[config.mk]
export PLATFORM = sky130hd
export DESIGN_NAME = rbz_span_shader
export DESIGN_NICKNAME = d
export VERILOG_FILES = /design/src/rtl/rbz_pkg.sv /design/src/rtl/rbz_span_calc.sv /design/src/rtl/rbz_span_shader.sv
export SDC_FILE = /design/constraint.sdc
export NUM_CORES = 1
export LEC_CHECK = 0
export CAP_MARGIN = 20
export CORE_AREA = 4 4 87 89
export DETAILED_ROUTE_END_ITERATION = 8
export DIE_AREA = 0 0 91 93
export PLACE_DENSITY_LB_ADDON = 0.1
export SYNTH_ARGS = -nofsm -noshare
export SYNTH_HDL_FRONTEND = slang
export SYNTH_SLANG_ARGS = --single-unit
[constraint.sdc]
create_clock -name clk -period 2.4 [get_ports clk]
set_clock_uncertainty 0.2 [all_clocks]
set_input_delay 0.6 -clock clk [delete_from_list [all_inputs] [get_ports clk]]
set_output_delay 0.6 -clock clk [all_outputs]
set_load 0.01 [all_outputs]
[src/rtl/rbz_pkg.sv]
// rtl/rbz_pkg.sv - shared raycaster constants, wall record type and colour helper
package rbz_pkg;

  localparam int H_VIEW_DEF = 640;
  localparam int V_VIEW_DEF = 480;

  localparam int COLOR_W  = 6;
  localparam int HEIGHT_W = 10;
  localparam int POS_W    = 10;

  localparam logic [COLOR_W-1:0] CEIL_COLOR_DEF  = 6'b01_01_01;
  localparam logic [COLOR_W-1:0] FLOOR_COLOR_DEF = 6'b10_10_10;

  typedef struct packed {
    logic [HEIGHT_W-1:0] height;
    logic                side;
    logic [COLOR_W-1:0]  color;
  } wall_rec_t;

  // Darken an rrggbb colour by halving each 2-bit channel independently.
  function automatic logic [COLOR_W-1:0] shade_color(input logic [COLOR_W-1:0] c);
    return {1'b0, c[5], 1'b0, c[3], 1'b0, c[1]};
  endfunction

endpackage

[src/rtl/rbz_span_calc.sv]
// rtl/rbz_span_calc.sv - maps a wall height to its centred [start, end) pixel span
module rbz_span_calc
  import rbz_pkg::*;
#(
  parameter int H_VIEW = H_VIEW_DEF
) (
  input  logic [HEIGHT_W-1:0] i_height,
  output logic [POS_W-1:0]    o_start,
  output logic [POS_W-1:0]    o_end
);

  localparam logic [HEIGHT_W-1:0] H_LIMIT = HEIGHT_W'(H_VIEW);
  localparam logic [POS_W-1:0]    MID     = POS_W'(H_VIEW / 2);

  logic [HEIGHT_W-1:0] w_h;
  logic [HEIGHT_W-1:0] w_half;

  // A wall taller than the screen just fills it; the half-height then never exceeds MID.
  assign w_h     = (i_height > H_LIMIT) ? H_LIMIT : i_height;
  assign w_half  = w_h >> 1;
  assign o_start = MID - w_half;
  assign o_end   = MID + w_half;

endmodule

[src/rtl/rbz_span_shader.sv]
// rtl/rbz_span_shader.sv - per-pixel ceiling/wall/floor shader with one-record-per-line handshake
module rbz_span_shader
  import rbz_pkg::*;
#(
  parameter int                 H_VIEW      = H_VIEW_DEF,
  parameter int                 V_VIEW      = V_VIEW_DEF,
  parameter logic [COLOR_W-1:0] CEIL_COLOR  = CEIL_COLOR_DEF,
  parameter logic [COLOR_W-1:0] FLOOR_COLOR = FLOOR_COLOR_DEF
) (
  input  logic                clk,
  input  logic                reset_n,
  input  logic [POS_W-1:0]    hpos,
  input  logic [POS_W-1:0]    vpos,
  input  logic                hmax,
  input  logic                vmax,
  input  logic                visible,
  input  logic                hsync_in,
  input  logic                vsync_in,
  input  logic                rec_valid,
  output logic                rec_ready,
  input  logic [HEIGHT_W-1:0] rec_height,
  input  logic                rec_side,
  input  logic [COLOR_W-1:0]  rec_color,
  input  logic                clear_underrun,
  output logic [COLOR_W-1:0]  rgb,
  output logic                hsync_out,
  output logic                vsync_out,
  output logic [7:0]          underrun_count
);

  localparam logic [POS_W-1:0] MID = POS_W'(H_VIEW / 2);

  wall_rec_t          r_pending;
  logic               r_pending_full;
  logic [POS_W-1:0]   r_start;
  logic [POS_W-1:0]   r_end;
  logic [COLOR_W-1:0] r_color;
  logic               r_side;
  logic               r_run;
  logic [7:0]         r_underrun;
  logic [COLOR_W-1:0] r_rgb;
  logic               r_hsync;
  logic               r_vsync;

  logic               w_handshake;
  logic               w_next_vis;
  logic               w_commit;
  logic               w_bypass;
  logic               w_underrun;
  wall_rec_t          w_incoming;
  wall_rec_t          w_commit_rec;
  logic [POS_W-1:0]   w_span_start;
  logic [POS_W-1:0]   w_span_end;
  logic [COLOR_W-1:0] w_pixel;

  assign rec_ready   = r_run & ~r_pending_full;
  assign w_handshake = rec_valid & rec_ready;
  assign w_incoming  = {rec_height, rec_side, rec_color};

  // The line after this one is visible either on frame wrap or while still above V_VIEW.
  assign w_next_vis = vmax | (({1'b0, vpos} + 11'd1) < 11'(V_VIEW));
  assign w_commit   = hmax & w_next_vis;
  assign w_bypass   = w_commit & ~r_pending_full & w_handshake;
  assign w_underrun = w_commit & ~r_pending_full & ~w_handshake;

  // Record that becomes active at commit: queued one first, then a same-cycle arrival,
  // otherwise an empty wall that keeps the last colour.
  always_comb begin
    w_commit_rec = r_pending;
    if (!r_pending_full) begin
      if (w_handshake) begin
        w_commit_rec = w_incoming;
      end else begin
        w_commit_rec = {{HEIGHT_W{1'b0}}, r_side, r_color};
      end
    end
  end

  rbz_span_calc #(
    .H_VIEW(H_VIEW)
  ) u_span_calc (
    .i_height(w_commit_rec.height),
    .o_start (w_span_start),
    .o_end   (w_span_end)
  );

  // Accept records into the pending slot and move them to the active span at line end.
  always_ff @(posedge clk or negedge reset_n) begin
    if (!reset_n) begin
      r_run          <= 1'b0;
      r_pending      <= '0;
      r_pending_full <= 1'b0;
      r_start        <= MID;
      r_end          <= MID;
      r_color        <= '0;
      r_side         <= 1'b0;
    end else begin
      r_run <= 1'b1;
      if (w_commit) begin
        r_start <= w_span_start;
        r_end   <= w_span_end;
        r_color <= w_commit_rec.color;
        r_side  <= w_commit_rec.side;
      end
      if (w_commit && r_pending_full) begin
        r_pending_full <= 1'b0;
      end else if (w_handshake && !w_bypass) begin
        r_pending      <= w_incoming;
        r_pending_full <= 1'b1;
      end
    end
  end

  // Saturating underrun counter; an explicit clear beats a same-cycle increment.
  always_ff @(posedge clk or negedge reset_n) begin
    if (!reset_n) begin
      r_underrun <= '0;
    end else if (clear_underrun) begin
      r_underrun <= '0;
    end else if (w_underrun && (r_underrun != 8'hFF)) begin
      r_underrun <= r_underrun + 8'd1;
    end
  end

  // Classify the current pixel against the active span.
  always_comb begin
    w_pixel = '0;
    if (visible) begin
      if (hpos < r_start) begin
        w_pixel = CEIL_COLOR;
      end else if (hpos < r_end) begin
        w_pixel = r_side ? shade_color(r_color) : r_color;
      end else begin
        w_pixel = FLOOR_COLOR;
      end
    end
  end

  // Single output stage so colour and syncs leave on the same clock.
  always_ff @(posedge clk or negedge reset_n) begin
    if (!reset_n) begin
      r_rgb   <= '0;
      r_hsync <= 1'b0;
      r_vsync <= 1'b0;
    end else begin
      r_rgb   <= w_pixel;
      r_hsync <= hsync_in;
      r_vsync <= vsync_in;
    end
  end

  assign rgb            = r_rgb;
  assign hsync_out      = r_hsync;
  assign vsync_out      = r_vsync;
  assign underrun_count = r_underrun;

endmodule

==> run_results.csv, run 1 <==
group,metric,value,unit
synth,ys_async_sr_fraction,100,%
global_route,grt_max_degree,62,
die,die_h,93,um
global_route,grt_pass1_vias,2929,
synth,synthXorXnorAreaFrac,3.13,%
setup_path,rr_endpoint,"rgb[3]",
timing,fmax,0.425,GHz
synth,synth_top_family_by_area,"compound AO/OA/AOI/OAI gates",
drt,avgRoutedWirePerCell,14.9,um
layout,nets,513,
synth,yosys.cell_types.count,52,
setup_path,worstSetupPathType,"primary input to flop",
layout,antennaDiodeCount,0,
synth,ys_seq_elements,61,
layout,mostFrequentLayoutCells,"dfrtp_1, clkdlybuf4s50_1, buf_4",
hold_path,hp-class,"primary input to async pin",
setup_path,start_kind,"primary input",
drt,routed-wl-met2,4030,um
timing,hold_violations,0,
setup_path,r2r_start,"r_end[3]",
setup_path,endpoint_kind,"flop",
die,start_util,49.7,%
drt,top_layer_used,"met4",
global_route,antenna_found_initial,0,
clocking,hold_buffers,0,
die,die_w,91,um
placement,io_buffers,62,
synth,netlist_area,3360,um^2
clocking,clockRootBuffer,"clkbuf_8",
layout,drive_above_1_share,24.9,%
die,ioPinCount,63,
clocking,cts_buffers,9,
pwr,cellLeakagePower,0.00215,uW
setup_path,worstPathMaxFanout,3,
synth,ys_seq_area_share,45.6,%
synth,yosys.area_share.simple,12.5,%
synth,synth-adder-area-share,8.57,%
synth,synth_compound_area_share,18.4,%
die,core,6760,um^2
pwr,ir_drop,388,uV
global_route,grt_overflow_total,0,
placement,hpwlAfterDp,5800,um
placement,routabilityCongestion,0.838,
timing,fin_crit,2.35,ns
synth,synth_nets,404,
synth,synthFlopType,"dfrtp_1",
synth,yosysTopAreaCell,"dfrtp_1",
placement,post-place-cells,503,
clocking,cts_tree,"built",
synth,ys_top_cells_by_area,"dfrtp_1, ha_1, mux2_1, o22ai_1, dfstp_2",
timing,setup_viol_count_final,0,
setup_path,critPathRequiredTime,2.41,ns
synth,syn_avg_cell_area,10.0,um^2
drt,drtIter0Drc,71,
clocking,clk_pin_slew_worst_paths,0.07,ns
clocking,clockBufferDepth,2,
layout,area_delta_synth_final,42.3,%
timing,maxSlewViolCount,0,
job,maxCapViolCount,0,
layout,layout_commonest_cell,"dfrtp_1",
clocking,cts_sinks,61,
global_route,track_usage,19.4,%
synth,postSynthCellCount,335,
drt,wl,7860,um
pwr,power_per_cell_area,712,nW/um^2
setup_path,arrival,2.37,ns
die,placementRows,30,
die,die_area,8460,um^2
setup_path,r2r_slack,0.22,ns
synth,yosysWarnings,0,
synth,synth_top_area_share,42.5,%
drt,vias,2872,
drt,wl_met1,3380,um
synth,synthMuxAreaShare,6.90,%
timing,period_share,98.1,%
drt,wl_met3,387,um
drt,route.detailed.drc,0,
drt,drt_pass1_iterations,4,
layout,fin_cells,529,
clocking,clock_latency,0.34,ns
synth,synth_edf_count,0,
setup_path,reg2reg_depth,7,
global_route,grt_pass1_wl,13400,um
clocking,h-tree-depth,3,
timing,whs,0.0524,ns
drt,routed_via_density,5.43,
drt,postRouteAntennaNets,0,
status,outcome,"complete, no violations",
cells by family (layout without fill, tap and decap cells):
family,count (synthesis),after routing
xor gates and xnor gates,12,12
and+or+nand+nor,83,83
adders and majority gates,23,23
AOI/OAI and AO/OA,94,94
buffers and inverters,40,154
other,1,1
DFF,61,61
muxes,21,21
cells in the mapped netlist, types with 3 or more instances:
master / instances
mux2i_1: 4
clkbuf_1: 4
nand2b_1: 3
o22ai_1: 17
nor2_1: 19
nor3b_1: 3
mux2_1: 10
dfrtp_1: 57
ha_1: 23
buf_2: 6
dfstp_2: 4
xor2_1: 6
mux2_2: 7
o31ai_1: 3
nand4_1: 3
nand2_1: 28
a21o_1: 4
nand3_1: 8
a21oi_1: 20
a211oi_1: 3
xnor2_1: 6
inv_1: 28
o31a_1: 3
a31oi_1: 8
and2_1: 6
o21ai_1: 3
o21a_1: 4
o21ai_0: 17
registers in the layout, summed over array words and instances, names as in the netlist:
name and count:
r_pending 17, r_pending_full 1, underrun_count 8, hsync_out 1
r_run 1, r_color 6, vsync_out 1, rgb 6
r_start 10, r_side 1, r_end 9
power breakdown:
part	internal, uW	leakage, uW	total (uW)	switching [uW]
clock	536	0.000102	955	419
sequential	1250	0.000760	1360	117
combinational	565	0.00129	1080	516
total	2350	0.00215	3400	1050
worst max-delay path: stages:
cell and delay (ns):
clkdlybuf4s50_1 0.44, a311oi_4 0.35, buf_4 0.17, o31ai_2 0.06
or4_1 0.55, xor2_1 0.14, nor2_1 0.05
final cells by class:
| cell class | count | area (um^2) |
|---|---|---|
| fill | 527 | 1980 |
| multi-input combinational | 234 | 1810 |
| sequential | 61 | 1530 |
| timing repair buffer | 110 | 1010 |
| clock buffer | 11 | 151 |
| inverter | 28 | 109 |
| tap | 80 | 100 |
| clock inverter | 5 | 58.8 |
layer usage:
metal / GRT usage (%) / up-vias
met2: 33.3 / 64
met1: 24.2 / 1377
met4: 6.28 / 0
li1: - / 1425
met3: 4.67 / 6
met5: 0 / -
worst max-delay path by stage:
stage | from | end | cells past startpoint
after CTS | rec_valid | underrun_count[3] | 8
after floorplan | rec_valid | r_start[4] | 9
after global routing | vpos[0] | underrun_count[7] | 7
after global placement | hpos[3] | rgb[3] | 7
final | vpos[0] | underrun_count[7] | 7
after detailed placement | hpos[3] | rgb[3] | 7
per-stage QoR:
stage / setup TNS, ns / utilization [%] / power (uW) / area, um^2 / setup WS, ns
CTS: 0 / 67.7 / 3360 / 4580 / 0.00581
floorplan: -0.00324 / - / 1960 / 3360 / -0.00324
global route: -0.00345 / 70.7 / 3620 / 4780 / -0.00345
global placement: -15.90 / 63.9 / 2340 / 4320 / -0.490
finish: 0 / 70.7 / 3400 / 4780 / 0.0455
detailed placement: -17.64 / 63.9 / 2370 / 4320 / -0.595
what timing repair did:
action,CTS,global route
buffers inserted,0,10
resized for setup,15,31
pin swaps,2,15
endpoints found under the setup margin,11,46
(Power assumes the default switching activity.)
==> run 2, diff against run 1 <==
Settings changed: CORE_AREA 4 4 87 89 to 3 3 86 88, DIE_AREA 0 0 91 93 to 0 0 89 91.
==> run 2 against run 1 <==
  * Global-route usage rose by 1.1 points
  * Combinational power barely moved
  * First-iteration DRC count shrank 20%
  * Sequential power hardly changed
  * Flip-flop and latch count did not move
  * Clock power is 16% higher
  * Maximum frequency is 0.55% higher
  * Cell count grew 0.38%
  * Register-to-register slack worse by 0.03 ns
  * Worst setup slack improved by 0.013 ns
  * Sequential share of layout area shrank 0.22 points
  * Critical endpoint is now r_start[4]
  * Largest power group unchanged
  * Highest routed layer unchanged
==> run_results.csv, run 2 (synthesis gave the netlist of run 1 again) <==
group,metric,value,unit
status,outcome,"complete, no violations",
die,ioPinCount,63,
timing,rsz0062_at_grt,"true",
setup_path,critical-path-slowest-cell,"clkdlybuf4s50_1",
layout,top_regs,"r_pending: 17 flops, r_start: 10 flops, r_end: 9 flops",
timing,fin_crit,2.34,ns
layout,mostFrequentLayoutCells,"dfrtp_1, clkdlybuf4s50_1, buf_4",
global_route,grt_max_degree,62,
setup_path,start_kind,"primary input",
drt,vias,2878,
pwr,power_frac_clock,31.3,%
die,start_util,50.0,%
timing,period_share,97.6,%
layout,nets,515,
drt,wl,7670,um
global_route,grt_pass1_wl,12800,um
global_route,antenna_found_initial,0,
pwr,pwr-share-seq,38.4,%
timing,hold_violations,0,
clocking,cts_tree,"built",
clocking,clock_latency,0.35,ns
layout,nFillCells,523,
timing,fmax,0.427,GHz
pwr,combinationalPowerShare,30.4,%
setup_path,slowest_delay,0.50,ns
clocking,cts_buffers,9,
die,die_area,8100,um^2
setup_path,crit_family,"compound AO/OA/AOI/OAI gates",
setup_path,arrival,2.40,ns
setup_path,critPathRequiredTime,2.46,ns
drt,drtIter0Drc,57,
pwr,p_int,2530,uW
timing,whs,0.0344,ns
die,die_w,89,um
die,die_h,91,um
layout,top_register,"r_pending",
layout,antennaDiodeCount,0,
placement,io_buffers,62,
hold_path,hp-class,"primary input to async pin",
setup_path,critPathBufInv,2,
drt,drt_pass1_iterations,4,
global_route,track_usage,20.5,%
layout,final_core_util,71.6,%
timing,setup_viol_count_final,0,
die,core,6720,um^2
clocking,clk_pin_slew_worst_paths,0.08,ns
setup_path,worstPathMaxFanout,5,
pwr,cellLeakagePower,0.00217,uW
setup_path,endpoint_kind,"flop",
placement,routabilityCongestion,0.781,
layout,largest_register_ffs,17,
setup_path,crit_chain,"clkdlybuf4s50_1, inv_1, o31a_1, a21o_1, nand2_2, ha_4, a311oi_1, a211o_1, o21ai_0",
drt,routed_via_density,5.42,
clocking,h-tree-depth,3,
pwr,switching_share,28.6,%
die,placementRows,30,
drt,postRouteAntennaNets,0,
global_route,grt_pass1_vias,2812,
layout,layout_commonest_cell,"dfrtp_1",
placement,hpwlAfterDp,5550,um
pwr,power_per_cell_area,737,nW/um^2
job,maxCapViolCount,0,
timing,maxSlewViolCount,0,
layout,stdcell_area,4810,um^2
clocking,clockBufferDepth,2,
layout,drive_above_1_share,23.3,%
pwr,ir_drop,449,uV
drt,route.detailed.drc,0,
clocking,clockRootBuffer,"clkbuf_8",
layout,area_delta_synth_final,43.2,%
global_route,grt_overflow_total,0,
setup_path,worstSetupPathType,"primary input to flop",
placement,placed_area,4350,um^2
clocking,cts_sinks,61,
clocking,hold_buffers,0,
pwr,power_switching,1010,uW
drt,avgRoutedWirePerCell,14.4,um
[run 2: cell types whose count changed in the layout (fill, tap and decap cells not counted), sizes merged, moves of 2 or more]
cell           before  now
dlymetal6s2s        8    4
clkinvlp            3    0
bufinv              1    3
clkdlybuf4s50      51   53
dlygate4sd2         2    4
[run 2: power groups by stage]
stage	Sequential, uW	Combinational (uW)	Clock, uW
floorplan	1350	605	0
global placement	1370	976	0
detailed placement	1380	996	0
CTS	1360	1050	1120
global route	1380	1200	1170
finish	1360	1080	1110
[run 2: what timing repair did]
action                                  CTS  global route
endpoints found under the setup margin   19            40
pin swaps                                 6            12
buffers inserted                          5             4
resized for setup                        19            17
cloned                                    1             0
endpoints found under the hold margin     0             0
[run 2: stage by stage]
stage	cells	setup TNS (ns)	total power (uW)	setup WS (ns)
after floorplan	335	-0.00324	1960	-0.00324
after global placement	506	-16.45	2340	-0.486
after detailed placement	506	-18.52	2370	-0.553
after CTS	528	0	3530	0.000931
after global routing	531	-0.0333	3760	-0.0333
final	531	0	3550	0.0583
[run 2: layout make-up]
cell class	instances	area, um^2	share of cell area [%]
Sequential cell	61	1530	31.9
Tap cell	80	100	2.08
Clock buffer	12	145	3.02
Multi-Input combinational cell	234	1780	37.0
Inverter	28	105	2.19
Clock inverter	4	95.1	1.98
Timing Repair Buffer	112	1050	21.8
[run 2: final timing paths]
kind,from,to,slack [ns],cells past startpoint
setup / recovery,rec_height[9],r_start[4],0.06,9
setup reg to reg,r_pending_full,r_start[4],0.19,9
hold reg to reg,r_end[6],r_end[6],0.28,2
min in group clk,r_end[6],r_end[6],0.28,2
max in group asynchronous,reset_n,r_start[6],1.64,2
hold / removal,reset_n,r_start[9],0.03,2
[run 2: layer usage]
metal / wire length (um) / vias up / share of wire [%] / global-route usage, %
met5: 0 / - / 0 / 0
met4: 112 / 0 / 1.5 / 7.07
met3: 385 / 9 / 5.0 / 5.81
met2: 3780 / 76 / 49 / 33.2
met1: 3390 / 1361 / 44 / 26.0
li1: - / 1432 / - / -
==> run 3, diff against run 2 <==
Settings changed: CTS_BUF_LIST set to sky130_fd_sc_hd__clkbuf_2 sky130_fd_sc_hd__clkbuf_4 sky130_fd_sc_hd__clkbuf_8.
==> run 3 against run 2 <==
  * Combinational power barely moved
  * Wire length rose by 0.31%
  * Utilization is 0.11 points higher
  * Die area unchanged
  * Count of clock-buffer cells in the layout unchanged
  * Flip-flop and latch count did not move
  * Non-clock buffer count stayed put
  * Total power grew 0.82%
  * Critical path type unchanged
  * Critical endpoint unchanged
==> run_results.csv, run 3 (synthesis gave the netlist of run 1 again) <==
group,metric,value,unit
drt,avgRoutedWirePerCell,14.5,um
die,die_w,89,um
placement,hpwlAfterDp,5550,um
setup_path,worstSetupPathType,"primary input to flop",
die,die_area,8100,um^2
clocking,clock_latency,0.35,ns
clocking,clockBufferDepth,2,
die,placementRows,30,
timing,hold_violations,0,
pwr,power,3570,uW
layout,antennaDiodeCount,0,
die,start_util,50.0,%
clocking,cts_sinks,61,
global_route,grt_max_degree,62,
setup_path,r2r_slack,0.19,ns
setup_path,worstPathMaxFanout,5,
pwr,cellLeakagePower,0.00218,uW
drt,drtIter0Drc,50,
layout,final_core_util,71.7,%
global_route,grt_pass1_vias,2817,
layout,largest_register_ffs,17,
layout,mostFrequentLayoutCells,"dfrtp_1, clkdlybuf4s50_1, buf_4",
setup_path,critPathRequiredTime,2.46,ns
die,core,6720,um^2
drt,route.detailed.drc,0,
global_route,grt_overflow_total,0,
placement,pre_cts_slack,-0.553,ns
drt,wl,7700,um
setup_path,arrival,2.40,ns
timing,fmax,0.428,GHz
timing,rsz0062_at_grt,"true",
layout,top_regs,"r_pending: 17 flops, r_start: 10 flops, r_end: 9 flops",
layout,top_register,"r_pending",
placement,post-place-cells,506,
drt,vias,2854,
placement,routabilityCongestion,0.781,
layout,fin_cells,531,
job,maxCapViolCount,0,
timing,maxSlewViolCount,0,
drt,routed_via_density,5.37,
clocking,cts_tree,"built",
drt,drt_pass1_iterations,4,
layout,stdcell_area,4820,um^2
die,ioPinCount,63,
timing,worst_slack,0.0617,ns
clocking,hold_buffers,0,
layout,nets,515,
setup_path,start_kind,"primary input",
clocking,h-tree-depth,3,
layout,layout_commonest_cell,"dfrtp_1",
pwr,ir_drop,449,uV
timing,fin_crit,2.34,ns
clocking,cts_buffers,9,
global_route,track_usage,20.5,%
pwr,power_per_cell_area,742,nW/um^2
die,die_h,91,um
layout,area_delta_synth_final,43.5,%
status,outcome,"complete, no violations",
placement,placed_area,4350,um^2
drt,postRouteAntennaNets,0,
hold_path,hp-class,"primary input to async pin",
placement,io_buffers,62,
clocking,clk_pin_slew_worst_paths,0.07,ns
setup_path,rr_endpoint,"r_start[4]",
setup_path,endpoint_kind,"flop",
setup_path,r2r_start,"r_pending_full",
clocking,clockRootBuffer,"clkbuf_8",
setup_path,reg2reg_depth,9,
global_route,grt_pass1_wl,12900,um
layout,drive_above_1_share,23.7,%
timing,setup_viol_count_final,0,
global_route,antenna_found_initial,0,
timing,period_share,97.4,%
## run 3: worst max-delay path by stage
| stage | slack, ns | endpoint | startpoint |
|---|---|---|---|
| after detailed placement | -0.55 | rgb[5] | hpos[3] |
| after global placement | -0.49 | rgb[5] | hpos[3] |
| after CTS | 0.001 | underrun_count[3] | rec_valid |
| after global routing | -0.03 | r_start[6] | rec_height[9] |
| after floorplan | -0.003 | r_start[4] | rec_valid |
| final | 0.06 | r_start[4] | rec_height[9] |
## run 3: power breakdown
group / total (uW) / internal [uW] / switching (uW) / leakage, uW
clock: 1130 / 740 / 395 / 0.000127
combinational: 1080 / 568 / 509 / 0.00129
sequential: 1360 / 1250 / 115 / 0.000760
## run 3: cell type report
cell class | count | area (um^2)
clock buffer | 12 | 153
clock inverter | 4 | 95.1
fill | 521 | 1900
inverter | 28 | 105
multi-input combinational | 234 | 1780
sequential | 61 | 1530
tap | 80 | 100
timing repair buffer | 112 | 1050
## run 3: repair_timing
item	CTS	global route
endpoints found under the hold margin	0	0
pin swaps	6	12
buffers inserted	5	4
gates cloned	1	0
resized for setup	19	17
setup endpoints to repair	19	40
## run 3: metal layers
layer	wire, um	share of wire, %	vias up	global-route usage [%]
li1	-	-	1430	-
met1	3420	44	1351	26.0
met2	3820	50	64	33.4
met3	344	4.5	9	5.81
met4	112	1.5	0	7.07
met5	0	0	-	0
## run 3: worst max-delay path, stage by stage
cell and delay [ns]:
clkdlybuf4s50_1 0.50, inv_1 0.07, o31a_1 0.30, a21o_1 0.23, nand2_2 0.11, ha_4 0.17
a311oi_1 0.08, a211o_1 0.28, o21ai_0 0.07
## run 3: per-stage QoR
stage,setup TNS (ns),hold WS [ns]
after floorplan,-0.00324,0.104
after global placement,-16.45,0.260
after detailed placement,-18.52,0.271
after CTS,0,0.0518
after global routing,-0.0333,0.0590
final,0,0.0379
